## config.mk

```make
export PLATFORM = sky130hd
export DESIGN_NAME = pe_packetizer_mc
export DESIGN_NICKNAME = d
export VERILOG_FILES = /design/src/rtl/pe_packetizer_mc.sv
export SDC_FILE = /design/constraint.sdc
export NUM_CORES = 1
export LEC_CHECK = 0
export ABC_AREA = 0
export CAP_MARGIN = 20
export CORE_MARGIN = 5
export CORE_UTILIZATION = 45
export DETAILED_ROUTE_END_ITERATION = 10
export PLACE_DENSITY = 0.84
export SKIP_LAST_GASP = 1
export SYNTH_ARGS = -nofsm -noshare
export SYNTH_HDL_FRONTEND = slang
export SYNTH_SLANG_ARGS = --single-unit
```

## constraint.sdc

```tcl
create_clock -name clk -period 1.8 [get_ports clk]
set_input_delay 0.36 -clock clk [delete_from_list [all_inputs] [get_ports clk]]
set_output_delay 0.36 -clock clk [all_outputs]
set_load 0.005 [all_outputs]
```

## src/rtl/pe_packetizer_mc.sv

```systemverilog
// pe_packetizer_mc: turns one PE result into multicast data packets plus an optional ack packet.
//   clk, rst_n                   : clock, asynchronous active-low reset
//   in_valid/in_ready            : result handshake (ready only while idle)
//   in_timestep, in_outspike,
//   in_residue, in_conv_loc      : result fields, captured on transfer
//   in_dest_mask                 : per-destination enable for this result
//   pkt_valid/pkt_ready/pkt_data : registered packet output stream
//   pkt_count                    : saturating count of packets sent
module pe_packetizer_mc #(
    parameter int FILTER_WIDTH = 8,
    parameter int OUTPUT_WIDTH = 13,
    parameter int NUM_DEST     = 4,
    parameter logic [2*NUM_DEST-1:0] DEST_DIR  = '0,
    parameter logic [3*NUM_DEST-1:0] DEST_XHOP = '0,
    parameter logic [3*NUM_DEST-1:0] DEST_YHOP = '0,
    parameter logic [1:0] PE_NODE  = 2'd0,
    parameter logic [1:0] ACK_DIR  = 2'd0,
    parameter logic [2:0] ACK_XHOP = 3'd0,
    parameter logic [2:0] ACK_YHOP = 3'd0,
    localparam int PKT_W = 5*FILTER_WIDTH+13,
    localparam int CL_W  = PKT_W-12-OUTPUT_WIDTH
) (
    input  logic                    clk,
    input  logic                    rst_n,
    input  logic                    in_valid,
    output logic                    in_ready,
    input  logic                    in_timestep,
    input  logic                    in_outspike,
    input  logic [OUTPUT_WIDTH-1:0] in_residue,
    input  logic [CL_W-1:0]         in_conv_loc,
    input  logic [NUM_DEST-1:0]     in_dest_mask,
    output logic                    pkt_valid,
    input  logic                    pkt_ready,
    output logic [PKT_W-1:0]        pkt_data,
    output logic [15:0]             pkt_count
);
    typedef enum logic [1:0] {IDLE, SEND_DATA, SEND_ACK} state_t;

    localparam logic [PKT_W-1:0] ACK_PKT = {{(PKT_W-11){1'b0}}, PE_NODE, 1'b1, ACK_YHOP, ACK_XHOP, ACK_DIR};

    state_t                  state_q, state_d;
    logic [NUM_DEST-1:0]     rem_q, rem_d;
    logic                    ts_q, ts_d, os_q, os_d;
    logic [OUTPUT_WIDTH-1:0] res_q, res_d;
    logic [CL_W-1:0]         cl_q, cl_d;
    logic                    valid_q, valid_d;
    logic [PKT_W-1:0]        data_q, data_d;
    logic [15:0]             cnt_q;

    function automatic logic [1:0] lowest(input logic [NUM_DEST-1:0] m);
        lowest = 2'd0;
        for (int k = NUM_DEST-1; k >= 0; k--)
            if (m[k]) lowest = 2'(k);
    endfunction

    function automatic logic [PKT_W-1:0] data_pkt(input logic [1:0] i, input logic [CL_W-1:0] cl,
                                                  input logic [OUTPUT_WIDTH-1:0] r, input logic os, input logic ts);
        data_pkt = {cl, r, PE_NODE, os, ts, DEST_YHOP[3*i +: 3], DEST_XHOP[3*i +: 3], DEST_DIR[2*i +: 2]};
    endfunction

    assign in_ready  = state_q == IDLE;
    assign pkt_valid = valid_q;
    assign pkt_data  = data_q;
    assign pkt_count = cnt_q;

    // The next packet is loaded on the same edge that enters a send state or
    // completes the previous transfer, so back-to-back packets need no gap.
    // m & (m-1) clears the lowest set bit, leaving the destinations still owed.
    always_comb begin
        state_d = state_q;
        rem_d   = rem_q;
        ts_d    = ts_q;
        os_d    = os_q;
        res_d   = res_q;
        cl_d    = cl_q;
        valid_d = valid_q;
        data_d  = data_q;
        case (state_q)
            IDLE: if (in_valid) begin
                ts_d  = in_timestep;
                os_d  = in_outspike;
                res_d = in_residue;
                cl_d  = in_conv_loc;
                rem_d = in_dest_mask & (in_dest_mask - NUM_DEST'(1));
                if (|in_dest_mask) begin
                    state_d = SEND_DATA;
                    valid_d = 1'b1;
                    data_d  = data_pkt(lowest(in_dest_mask), in_conv_loc, in_residue, in_outspike, in_timestep);
                end else if (in_timestep) begin
                    state_d = SEND_ACK;
                    valid_d = 1'b1;
                    data_d  = ACK_PKT;
                end
            end
            SEND_DATA: if (pkt_ready) begin
                if (|rem_q) begin
                    rem_d  = rem_q & (rem_q - NUM_DEST'(1));
                    data_d = data_pkt(lowest(rem_q), cl_q, res_q, os_q, ts_q);
                end else if (ts_q) begin
                    state_d = SEND_ACK;
                    data_d  = ACK_PKT;
                end else begin
                    state_d = IDLE;
                    valid_d = 1'b0;
                end
            end
            SEND_ACK: if (pkt_ready) begin
                state_d = IDLE;
                valid_d = 1'b0;
            end
            default: begin
                state_d = IDLE;
                valid_d = 1'b0;
            end
        endcase
    end

    always_ff @(posedge clk or negedge rst_n) begin
        if (!rst_n) begin
            state_q <= IDLE;
            rem_q   <= '0;
            ts_q    <= 1'b0;
            os_q    <= 1'b0;
            res_q   <= '0;
            cl_q    <= '0;
            valid_q <= 1'b0;
            data_q  <= '0;
            cnt_q   <= '0;
        end else begin
            state_q <= state_d;
            rem_q   <= rem_d;
            ts_q    <= ts_d;
            os_q    <= os_d;
            res_q   <= res_d;
            cl_q    <= cl_d;
            valid_q <= valid_d;
            data_q  <= data_d;
            if (valid_q && pkt_ready && cnt_q != 16'hFFFF) cnt_q <= cnt_q + 16'd1;
        end
    end
endmodule

```

==> summary.log, run 1 <==
[clocking] Clock Pin Slew Worst Setup and Hold Paths 0.09 ns
[critical_path] maximum cell stage delay along the critical path 0.43 ns
[routing] remaining antenna violation count after routing 0
[timing] final setup violation count 42
[critical_path] endpoint type of the worst setup path flop
[critical_path] Critical Path Fanout Max 7
[synthesis] Avg Cell Area, Syn 14.0 µm²
[power_and_ir_drop] sequential share of power 35.1%
[timing] slew at the pin closest to its max-slew limit 0.677 ns
[critical_path] slowest stage cell, crit path dfrtp_1
[timing] Sum Neg Setup Slack -2.81 ns
[grt] met2 capacity usage during global routing 30.8%
[finish] number of nets in the layout 548
[synthesis] number of register bits inferred by synthesis 108
[critical_path] launching element type of the critical path flop
[critical_path] Reg2Reg Capture Point pkt_data[36]
[finish] area grow syn2layout 36.4%
[synthesis] count of cell types in the netlist 43
[routing] wire length after detailed routing 11900 µm
[synthesis] sequential-to-total area share from yosys stat 53.8%
[critical_path] Crit Path Category reg -> reg
[critical_path] crit path to pkt_data[36]
[timing] share of the clock period used by the worst path 105%
[timing] setup repair after global routing missed its margin true
[synthesis] top_reg_cell synth dfrtp_1
[timing] Hold WS 0.461 ns
[finish] multi-input combinational cell area 0.00222 mm²
[place] placer's final routability congestion estimate 0.833
[die] overall die area 0.0134 mm²
[finish] antenna fix cells 0
[worst_hold_path] Worst Hold Class in -> reg
[synthesis] cell area after synthesis 0.00502 mm²
[finish] commonest non-fill, non-tap cell in the layout clkdlybuf4s50_1
[grt] most used routing layer met2
[clocking] clock tree from TritonCTS built
[place] count of port buffers added during placement 111
[critical_path] worst-case reg-to-reg path depth 7
[timing] minimum period implied by the final worst setup slack 1.89 ns
[grt] via count of the first global-routing pass 3651
[clocking] Inserted Clock Buffers 9
[grt] fraction of met3 tracks used by global routing 6.16%
[grt] remaining global-route overflow 0
[power_and_ir_drop] leakage component of the power 3.01 nW
[clocking] CTS max path bufs 2
[grt] global-route wire length before repair 19000 µm
[routing] 1st-iter DRT viols 126
[power_and_ir_drop] proportion of power drawn by the clock network 12.7%
[die] io pins 122
[flow_run] max_cap viols 0
[place] instance area after placement 0.00639 mm²
[power_and_ir_drop] switching pwr 3.84 mW
[routing] routed vias 3424
[grt] Total Routing Usage GR 18.4%
[status] violated checks setup timing
[power_and_ir_drop] power density relative to cell area 1770 mW/mm²
[die] Die Y-Extent 116 µm
[power_and_ir_drop] IR Drop Worst-Case VDD 1.05 mV
[die] Starting Density 46.1%
[die] number of placement rows 38
[routing] post-DR vias/cell 5.35
[synthesis] FFs w/ async S/R, synth 100%
[timing] peak clock frequency supported by timing 0.530 GHz
[finish] post-layout instance area 0.00685 mm²
[place] DPL Wire Length 7520 µm
[status] run status finished with violations
[critical_path] Worst path most repeated cell buf_6
[routing] DR pass1 iterations 6
[grt] largest net degree at the start of global routing 57
[power_and_ir_drop] internal power summed over all cells 8.27 mW
[synthesis] number of synthesized flops with an enable pin 0
[routing] wire length per cell 18.7 µm
[critical_path] worst setup slack for register-to-register paths -0.09 ns
[timing] count of final max-slew check failures 0
[power_and_ir_drop] switching part of the total power 31.7%
[die] Die Span X 116 µm
[synthesis] Gate Count Post-Synth 358
[timing] relative max-transition margin 54.8%
[synthesis] number of warning messages in the yosys log 0
[timing] final hold violation count 0
[finish] Sequential cell area 0.00271 mm²
[critical_path] cells along the critical path buf_6, mux2i_4, a211oi_4, o41ai_4, buf_6, clkbuf_16, mux2_4
[clocking] clock network latency to the later pin of the worst-skew pair 0.38 ns
[power_and_ir_drop] Comb power frac 52.2%
[critical_path] Critical Path Source state_q[0]
[clocking] H-tree levels 3
[grt] met1 track demand over resource in global routing 22.8%
[grt] initial antenna violation count 0
[die] Core Region 0.0109 mm²
[critical_path] arrival time at the worst endpoint 2.15 ns
[critical_path] R2R Path Start state_q[0]
[routing] DRC violation count after routing 0
[clocking] TritonCTS sink count 108
[finish] fillers 834
[finish] proportion of layout cells with a drive suffix above 1 31.2%
[clocking] root buffer cell clkbuf_8
[critical_path] Data required, critical path 2.06 ns
[finish] most frequent cells in the layout clkdlybuf4s50_1 (107), dfrtp_1 (103), mux2_2 (47)
[timing] setup skew after layout 0.00807 ns
[timing] final worst setup slack -0.0856 ns
metrics by stage:
stage / worst slack (ns) / instances / power [mW] / utilization [%]
finish: -0.0856 / 640 / 12.1 / 62.9
global route: -0.135 / 640 / 12.8 / 62.9
CTS: -0.0725 / 637 / 12.0 / 62.1
detailed placement: -0.534 / 610 / 9.98 / 58.7
global placement: -0.475 / 610 / 9.71 / 58.7
floorplan: -0.000871 / 367 / 7.82 / -
worst min-delay path by stage:
| stage | cells after the start | start | to |
|---|---|---|---|
| 4_1_cts | 3 | rst_n | cl_q[10] |
| 5_1_grt | 3 | in_dest_mask[0] | rem_q[1] |
| 6_report | 3 | in_dest_mask[0] | rem_q[1] |
| 2_1_floorplan | 0 | rst_n | cl_q[0] |
| 3_3_place_gp | 2 | rst_n | cl_q[6] |
| 3_5_place_dp | 2 | rst_n | cl_q[3] |
power by group through the flow:
stage	Combinational [mW]	Clock, mW	Sequential [mW]
finish	6.32	1.54	4.26
global route	6.75	1.67	4.40
CTS	6.14	1.60	4.24
detailed placement	5.71	0	4.27
global placement	5.49	0	4.21
floorplan	3.66	0	4.16
repair_timing:
action,in CTS,in global routing
hold buffers,1,0
hold endpoints to repair,56,0
resized for setup,15,7
pin swaps,2,1
endpoints found under the setup margin,44,48
cloned,3,3
buffers inserted,8,0
routing by layer:
metal | share of wire (%) | vias to the layer above | wire, µm
li1 | - | 1581 | -
met1 | 42 | 1739 | 4980
met2 | 51 | 94 | 6080
met3 | 6.2 | 10 | 742
met4 | 1.1 | 0 | 133
met5 | 0 | - | 0
worst max-delay path: cells and delay by family (launching register included):
kind | cells | cell delay [ns]
AOI/OAI and AO/OA | 2 | 0.36
buffers and inverters | 3 | 0.50
DFF | 1 | 0.43
muxes | 2 | 0.48
area by class of cell:
cell class	count	share of cell area, %
Clock inverter	1	0.438
Multi-Input combinational cell	228	32.5
Sequential cell	108	39.5
Tap cell	140	2.56
Clock buffer	14	2.52
Inverter	2	0.110
Timing Repair Buffer	147	22.4
synthesized netlist by cell type (5+ instances only):
cell | n | share of area, %
dfrtp_1 | 108 | 54
xnor2_1 | 14 | 2.4
nor2_1 | 8 | 0.60
mux2_2 | 47 | 11
nand2_1 | 10 | 0.75
nand4_1 | 11 | 1.4
buf_2 | 9 | 0.90
a22o_1 | 42 | 7.3
clkbuf_1 | 6 | 0.45
mux2_4 | 40 | 12
buf_6 | 5 | 1.1
buf_4 | 11 | 1.6
sequential cells by signal, summed over array words and instances, names as in the netlist:
| name | flops |
|---|---|
| cl_q | 28 |
| os_q | 1 |
| pkt_count | 16 |
| pkt_data | 43 |
| pkt_valid | 1 |
| rem_q | 3 |
| res_q | 13 |
| state_q | 2 |
| ts_q | 1 |
kinds of logic after synthesis:
| family | Yosys count | synth area share (%) |
|---|---|---|
| AO/OA/AOI/OAI | 59 | 10.1 |
| XOR/XNOR | 15 | 2.62 |
| adder cells (fa/ha/maj) | 1 | 0.249 |
| buffers and inverters | 33 | 4.26 |
| flip-flops | 108 | 53.8 |
| multiplexers | 88 | 22.7 |
| other | 1 | 0.0746 |
| AND/OR/NAND/NOR | 53 | 6.20 |
No activity file was read; power rests on OpenSTA's default activity.
==> run 2: changes to the inputs <==
- CORE_UTILIZATION: 45 -> 54
- PLACE_DENSITY: 0.84 -> 0.93
- clock period: 1.8 -> 2.26 ns (I/O delays scaled with it)
==> run 2 against run 1 <==
Against the previous run:
- the flow now finishes without violations
- first-iteration DRC count is 17% lower
- non-clock buffer count is 20 lower
- sequential power is 20% lower
- register-to-register slack better by 0.33 ns
- die area is 15% lower
- highest routed layer unchanged
- clock skew is 0.00079 ns higher
- sequential share of layout area is 2.0 points higher
- power is 26% lower
- utilization is 8.2 points higher
==> summary.log, run 2 (synthesis gave the netlist of run 1 again) <==
[critical_path] Critical Path Fanout Max 8 [+1]
[die] Die Y-Extent 106 µm [-8.0%]
[routing] remaining antenna violation count after routing 0 [unchanged]
[timing] slew at the pin closest to its max-slew limit 0.642 ns [-0.0349 ns]
[finish] multi-input combinational cell area 0.00219 mm² [-1.7%]
[finish] antenna fix cells 0 [unchanged]
[grt] Total Routing Usage GR 19.0% [+0.64 points]
[critical_path] Largest delay share family, worst path buffers and inverters
[routing] routed vias 3350 [-2.2%]
[status] run status finished clean
[routing] wire length per cell 18.5 µm [-0.66%]
[die] Core Region 0.00915 mm² [-16%]
[clocking] post-CTS setup buffer count 0 [-8]
[clocking] Inserted Clock Buffers 9 [unchanged]
[grt] via count of the first global-routing pass 3557 [-2.6%]
[grt] global-route wire length before repair 17500 µm [-7.9%]
[die] io pins 122 [unchanged]
[finish] fillers 616 [-26%]
[finish] number of nets in the layout 528 [-3.6%]
[timing] final setup violation count 0 [-100%]
[finish] area grow syn2layout 29.6%
[worst_hold_path] Worst Hold Class in -> async
[finish] Sequential cell area 0.00270 mm² [-0.23%]
[clocking] Clock Pin Slew Worst Setup and Hold Paths 0.10 ns [about the same]
[clocking] H-tree levels 3 [unchanged]
[timing] setup repair after global routing missed its margin false
[finish] number of standard cells in the final layout excluding fillers 592 [-7.5%]
[timing] relative max-transition margin 57.1% [+2.3 points]
[flow_run] max_cap viols 0 [unchanged]
[critical_path] Crit Path Category reg -> out
[critical_path] Buf+Inv Stages, Crit Path 1 [-2]
[routing] 1st-iter DRT viols 105 [-17%]
[power_and_ir_drop] power density relative to cell area 1380 mW/mm² [-22%]
[timing] count of final max-slew check failures 0 [unchanged]
[place] post-placement setup slack -0.254 ns [+0.280 ns]
[grt] largest net degree at the start of global routing 53 [-7.0%]
[routing] DRC violation count after routing 0 [unchanged]
[die] Die Span X 106 µm [-8.0%]
[grt] remaining global-route overflow 0 [unchanged]
[timing] minimum period implied by the final worst setup slack 2.14 ns
[clocking] CTS max path bufs 2 [unchanged]
[critical_path] launching element type of the critical path flop
[timing] Hold WS 0.0660 ns [-0.395 ns]
[timing] share of the clock period used by the worst path 94.7%
[clocking] clock tree from TritonCTS built
[timing] setup skew after layout 0.00886 ns [+0.000793 ns]
[routing] post-DR vias/cell 5.66 [+5.8%]
[finish] proportion of layout cells with a drive suffix above 1 27.4% [-3.8 points]
[routing] DR pass1 iterations 4 [-2]
[critical_path] slowest stage cell, crit path clkdlybuf4s50_1
[die] Starting Density 54.9% [+8.7 points]
[power_and_ir_drop] leakage component of the power 2.85 nW [-5.1%]
[critical_path] maximum cell stage delay along the critical path 0.56 ns [+0.13 ns]
[place] total placed cells including tap cells 574 [-5.9%]
[critical_path] cells along the critical path nor2_1, clkdlybuf4s50_1
[place] instance area after placement 0.00628 mm² [-1.7%]
[finish] post-layout instance area 0.00651 mm² [-4.9%]
[timing] final worst setup slack 0.120 ns [+0.205 ns]
[power_and_ir_drop] IR Drop Worst-Case VDD 0.729 mV [-31%]
[place] placer's final routability congestion estimate 0.869 [+4.4%]
[die] overall die area 0.0113 mm² [-15%]
[clocking] clock network latency to the later pin of the worst-skew pair 0.35 ns [-0.03 ns]
[grt] initial antenna violation count 0 [unchanged]
[place] count of port buffers added during placement 111 [unchanged]
[clocking] root buffer cell clkbuf_8
[critical_path] endpoint type of the worst setup path output port
[finish] flip-flop count of the largest register after layout 43 [unchanged]
[die] number of placement rows 35 [-7.9%]
[place] DPL Wire Length 7590 µm [+0.93%]
[critical_path] Data required, critical path 1.81 ns [-0.25 ns]
[finish] most frequent cells in the layout clkdlybuf4s50_1 (110), dfrtp_1 (108), mux2_2 (47)
[timing] final hold violation count 0 [unchanged]
[critical_path] arrival time at the worst endpoint 1.69 ns [-0.46 ns]
[routing] wire length after detailed routing 11000 µm [-8.1%]
[timing] peak clock frequency supported by timing 0.467 GHz
[clocking] TritonCTS sink count 108 [unchanged]
[finish] commonest non-fill, non-tap cell in the layout clkdlybuf4s50_1
run 2: changes by cell type in the layout (fill, tap and decap cells not counted), moves of 2 or more:
cell | previous run | this run
dfrtp_1 | 103 | 108
clkdlybuf4s50_1 | 107 | 110
buf_6 | 4 | 0
clkinv_2 | 0 | 2
clkbuf_16 | 3 | 0
clkbuf_1 | 2 | 0
clkbuf_8 | 12 | 9
inv_6 | 0 | 2
buf_4 | 23 | 13
dfrtp_2 | 5 | 0
run 2: stage by stage:
stage,TNS [ns],util [%],power [mW]
CTS,0,70.8,8.96
floorplan,0,-,6.21
global placement,-7.20,68.7,7.58
global route,0,71.2,9.54
detailed placement,-9.54,68.7,7.79
finish,0,71.2,8.99
run 2: worst register-to-register path: cells and delay by family, from the launching register on:
family / cells / cell delay, ns
flip-flops: 1 / 0.50
AND/OR/NAND/NOR: 2 / 0.43
multiplexers: 1 / 0.37
AO/OA/AOI/OAI: 1 / 0.36
buffers and inverters: 1 / 0.26
run 2: where the power goes:
group	internal, mW	leakage [nW]	switching [mW]
Clock	0.519	0.100	0.628
Sequential	2.81	1.33	0.607
Combinational	2.78	1.42	1.65
Total	6.10	2.85	2.89
run 2: cell type report:
class,instances,area share (%)
well taps,111,2.13
inverters,2,0.115
repair buffers,127,19.6
multi-input cells,228,33.6
clock buffers,9,1.90
flip-flops and latches,108,41.5
clock inverters,7,1.13
run 2: repair_timing:
item                                    4_1_cts  5_1_grt
hold buffers                                  0        0
endpoints found under the setup margin        0       10
gates resized for setup                       0        3
run 2: final timing paths:
check	cells after the start	startpoint	to	slack, ns
max in group asynchronous	2	rst_n	pkt_data[49]	1.55
hold / removal	1	rst_n	pkt_data[28]	0.07
setup reg to reg	5	state_q[0]	pkt_data[52]	0.24
min in group clk	1	cl_q[22]	cl_q[22]	0.51
setup / recovery	2	state_q[0]	in_ready	0.12
hold reg to reg	1	cl_q[22]	cl_q[22]	0.51
run 2: layer usage:
layer / track usage, % / vias up / part of all wire [%]
met5: 0 / - / 0
met1: 24.8 / 1700 / 42
met3: 3.46 / 11 / 4.0
li1: - / 1538 / -
met2: 33.0 / 101 / 52
met4: 4.84 / 0 / 1.2
==> run 3: changes to the inputs <==
- CORE_UTILIZATION: 54 -> 50
- PLACE_DENSITY: 0.93 -> 0.88
- REMOVE_ABC_BUFFERS: default -> 1
- clock period: 2.26 -> 2.38 ns (I/O delays scaled with it)
==> run 3 against run 2 <==
Against the previous run:
- sequential power shrank 5%
- global-route usage shrank 0.24 points
- largest power group unchanged
- first-iteration DRC count shrank 8.6%
- final area is the same
- final cell count grew 3.4%
- combinational power shrank 7.2%
- power shrank 5.9%
- highest routed layer unchanged
- wire length shrank 0.94%
==> summary.log, run 3 (synthesis gave the netlist of run 1 again) <==
[routing] DR pass1 iterations 4 [unchanged]
[die] number of placement rows 36 [+2.9%]
[routing] wire length after detailed routing 10900 µm [-0.94%]
[finish] multi-input combinational cell area 0.00216 mm² [-1.4%]
[finish] most frequent cells in the layout clkdlybuf4s50_1 (110), dfrtp_1 (108), mux2_2 (47)
[critical_path] arrival time at the worst endpoint 1.66 ns [-0.03 ns]
[timing] final hold violation count 0 [unchanged]
[critical_path] R2R Path Start state_q[0]
[place] total placed cells including tap cells 596 [+3.8%]
[die] io pins 122 [unchanged]
[status] run status finished clean
[critical_path] launching element type of the critical path flop
[power_and_ir_drop] IR Drop Worst-Case VDD 0.734 mV [+0.72%]
[finish] area grow syn2layout 29.6% [unchanged]
[timing] setup skew after layout 0.0105 ns [+0.00160 ns]
[place] placer's final routability congestion estimate 0.909 [+4.5%]
[die] Die Y-Extent 110 µm [+3.6%]
[clocking] root buffer cell clkbuf_8
[grt] Total Routing Usage GR 18.8% [-0.24 points]
[critical_path] endpoint type of the worst setup path output port
[timing] share of the clock period used by the worst path 89.8%
[critical_path] cells along the critical path nor2_1, clkdlybuf4s50_1
[clocking] post-CTS setup buffer count 0 [unchanged]
[clocking] H-tree levels 3 [unchanged]
[finish] antenna fix cells 0 [unchanged]
[finish] Final Util 66.6% [-4.5 points]
[routing] 1st-iter DRT viols 96 [-8.6%]
[grt] largest net degree at the start of global routing 53 [unchanged]
[timing] slew at the pin closest to its max-slew limit 0.958 ns [+0.317 ns]
[clocking] Inserted Clock Buffers 9 [unchanged]
[finish] flip-flop count of the largest register after layout 43 [unchanged]
[timing] relative max-transition margin 36.0% [-21 points]
[place] count of port buffers added during placement 111 [unchanged]
[critical_path] Crit Path Category reg -> out
[timing] final setup violation count 0 [unchanged]
[grt] initial antenna violation count 0 [unchanged]
[die] overall die area 0.0122 mm² [+7.2%]
[worst_hold_path] Worst Hold Class in -> async
[routing] routed vias 3326 [-0.72%]
[critical_path] Critical Path Source state_q[1]
[routing] remaining antenna violation count after routing 0 [unchanged]
[finish] post-layout instance area 0.00651 mm² [unchanged]
[clocking] clock tree from TritonCTS built
[grt] remaining global-route overflow 0 [unchanged]
[clocking] clock network latency to the later pin of the worst-skew pair 0.35 ns [about the same]
[critical_path] maximum cell stage delay along the critical path 0.55 ns [about the same]
[die] Starting Density 51.4% [-3.5 points]
[clocking] hold bufs inserted after CTS 0 [unchanged]
[clocking] Clock Pin Slew Worst Setup and Hold Paths 0.10 ns [about the same]
[power_and_ir_drop] overall power 8.46 mW [-5.9%]
[flow_run] max_cap viols 0 [unchanged]
[finish] commonest non-fill, non-tap cell in the layout clkdlybuf4s50_1
[die] Core Region 0.00977 mm² [+6.8%]
[finish] number of standard cells in the final layout excluding fillers 612 [+3.4%]
[finish] proportion of layout cells with a drive suffix above 1 26.7% [-0.72 points]
[timing] minimum period implied by the final worst setup slack 2.14 ns
[critical_path] Data required, critical path 1.90 ns [+0.09 ns]
[finish] number of nets in the layout 526 [-0.38%]
[critical_path] Buf+Inv Stages, Crit Path 1 [unchanged]
[power_and_ir_drop] leakage component of the power 2.84 nW [-0.53%]
[routing] post-DR vias/cell 5.43 [-4.0%]
[place] DPL Wire Length 7900 µm [+4.1%]
[timing] count of final max-slew check failures 0 [unchanged]
[routing] DRC violation count after routing 0 [unchanged]
[clocking] TritonCTS sink count 108 [unchanged]
[power_and_ir_drop] power density relative to cell area 1300 mW/mm² [-5.9%]
[grt] via count of the first global-routing pass 3626 [+1.9%]
[critical_path] slowest stage cell, crit path clkdlybuf4s50_1
[finish] fillers 720 [+17%]
[clocking] CTS resizes 0 [unchanged]
[die] Die Span X 110 µm [+3.6%]
[clocking] CTS max path bufs 2 [unchanged]
[timing] peak clock frequency supported by timing 0.468 GHz
[routing] wire length per cell 17.8 µm [-4.2%]
[critical_path] Critical Path Fanout Max 8 [unchanged]
[critical_path] Largest delay share family, worst path buffers and inverters
[timing] setup repair after global routing missed its margin false
[place] instance area after placement 0.00631 mm² [+0.44%]
[grt] global-route wire length before repair 17700 µm [+1.5%]
[finish] Sequential cell area 0.00270 mm² [unchanged]
run 3: changes by cell type in the layout (fill, tap and decap cells not counted), sizes merged:
cell	delta
clkbuf	+1
clkinv	-1
nor2	-1
nor2b	-1
run 3: layout make-up:
class                           count  share of cell area [%]
Timing Repair Buffer              127                    19.6
Clock inverter                      6                    1.11
Inverter                            2                   0.115
Tap cell                          133                    2.56
Sequential cell                   108                    41.5
Clock buffer                       10                    1.96
Multi-Input combinational cell    226                    33.1
run 3: metal layers:
metal  share of wire (%)  wire [µm]  vias up  GRT usage (%)
li1                    -          -     1530              -
met1                  40       4370     1672           22.8
met2                  52       5700      108           33.2
met3                 5.1        555       16           3.67
met4                 2.2        237        0           7.12
met5                   0          0        -              0
run 3: power breakdown:
| part | switching, mW | internal [mW] | total [mW] | leakage, nW |
|---|---|---|---|---|
| clock | 0.614 | 0.499 | 1.11 | 0.0975 |
| combinational | 1.50 | 2.61 | 4.11 | 1.41 |
| sequential | 0.567 | 2.66 | 3.23 | 1.33 |
| total | 2.69 | 5.77 | 8.46 | 2.84 |
run 3: worst paths after layout:
kind | end | slack (ns) | cells after the start
max | in_ready | 0.24 | 2
min | ts_q | 0.08 | 1
max reg2reg | pkt_data[46] | 0.27 | 4
min reg2reg | res_q[6] | 0.52 | 1
max in group asynchronous | pkt_data[47] | 1.63 | 2
min in group clk | res_q[6] | 0.52 | 1
run 3: metrics by stage:
stage                     hold slack (ns)  setup slack, ns  TNS [ns]
after floorplan                     0.180            -1.20    -46.12
after global placement              0.480          -0.0431     -1.55
after detailed placement            0.481           -0.113     -3.84
after CTS                          0.0871            0.239         0
after global routing                0.118           0.0981         0
final                              0.0810            0.243         0
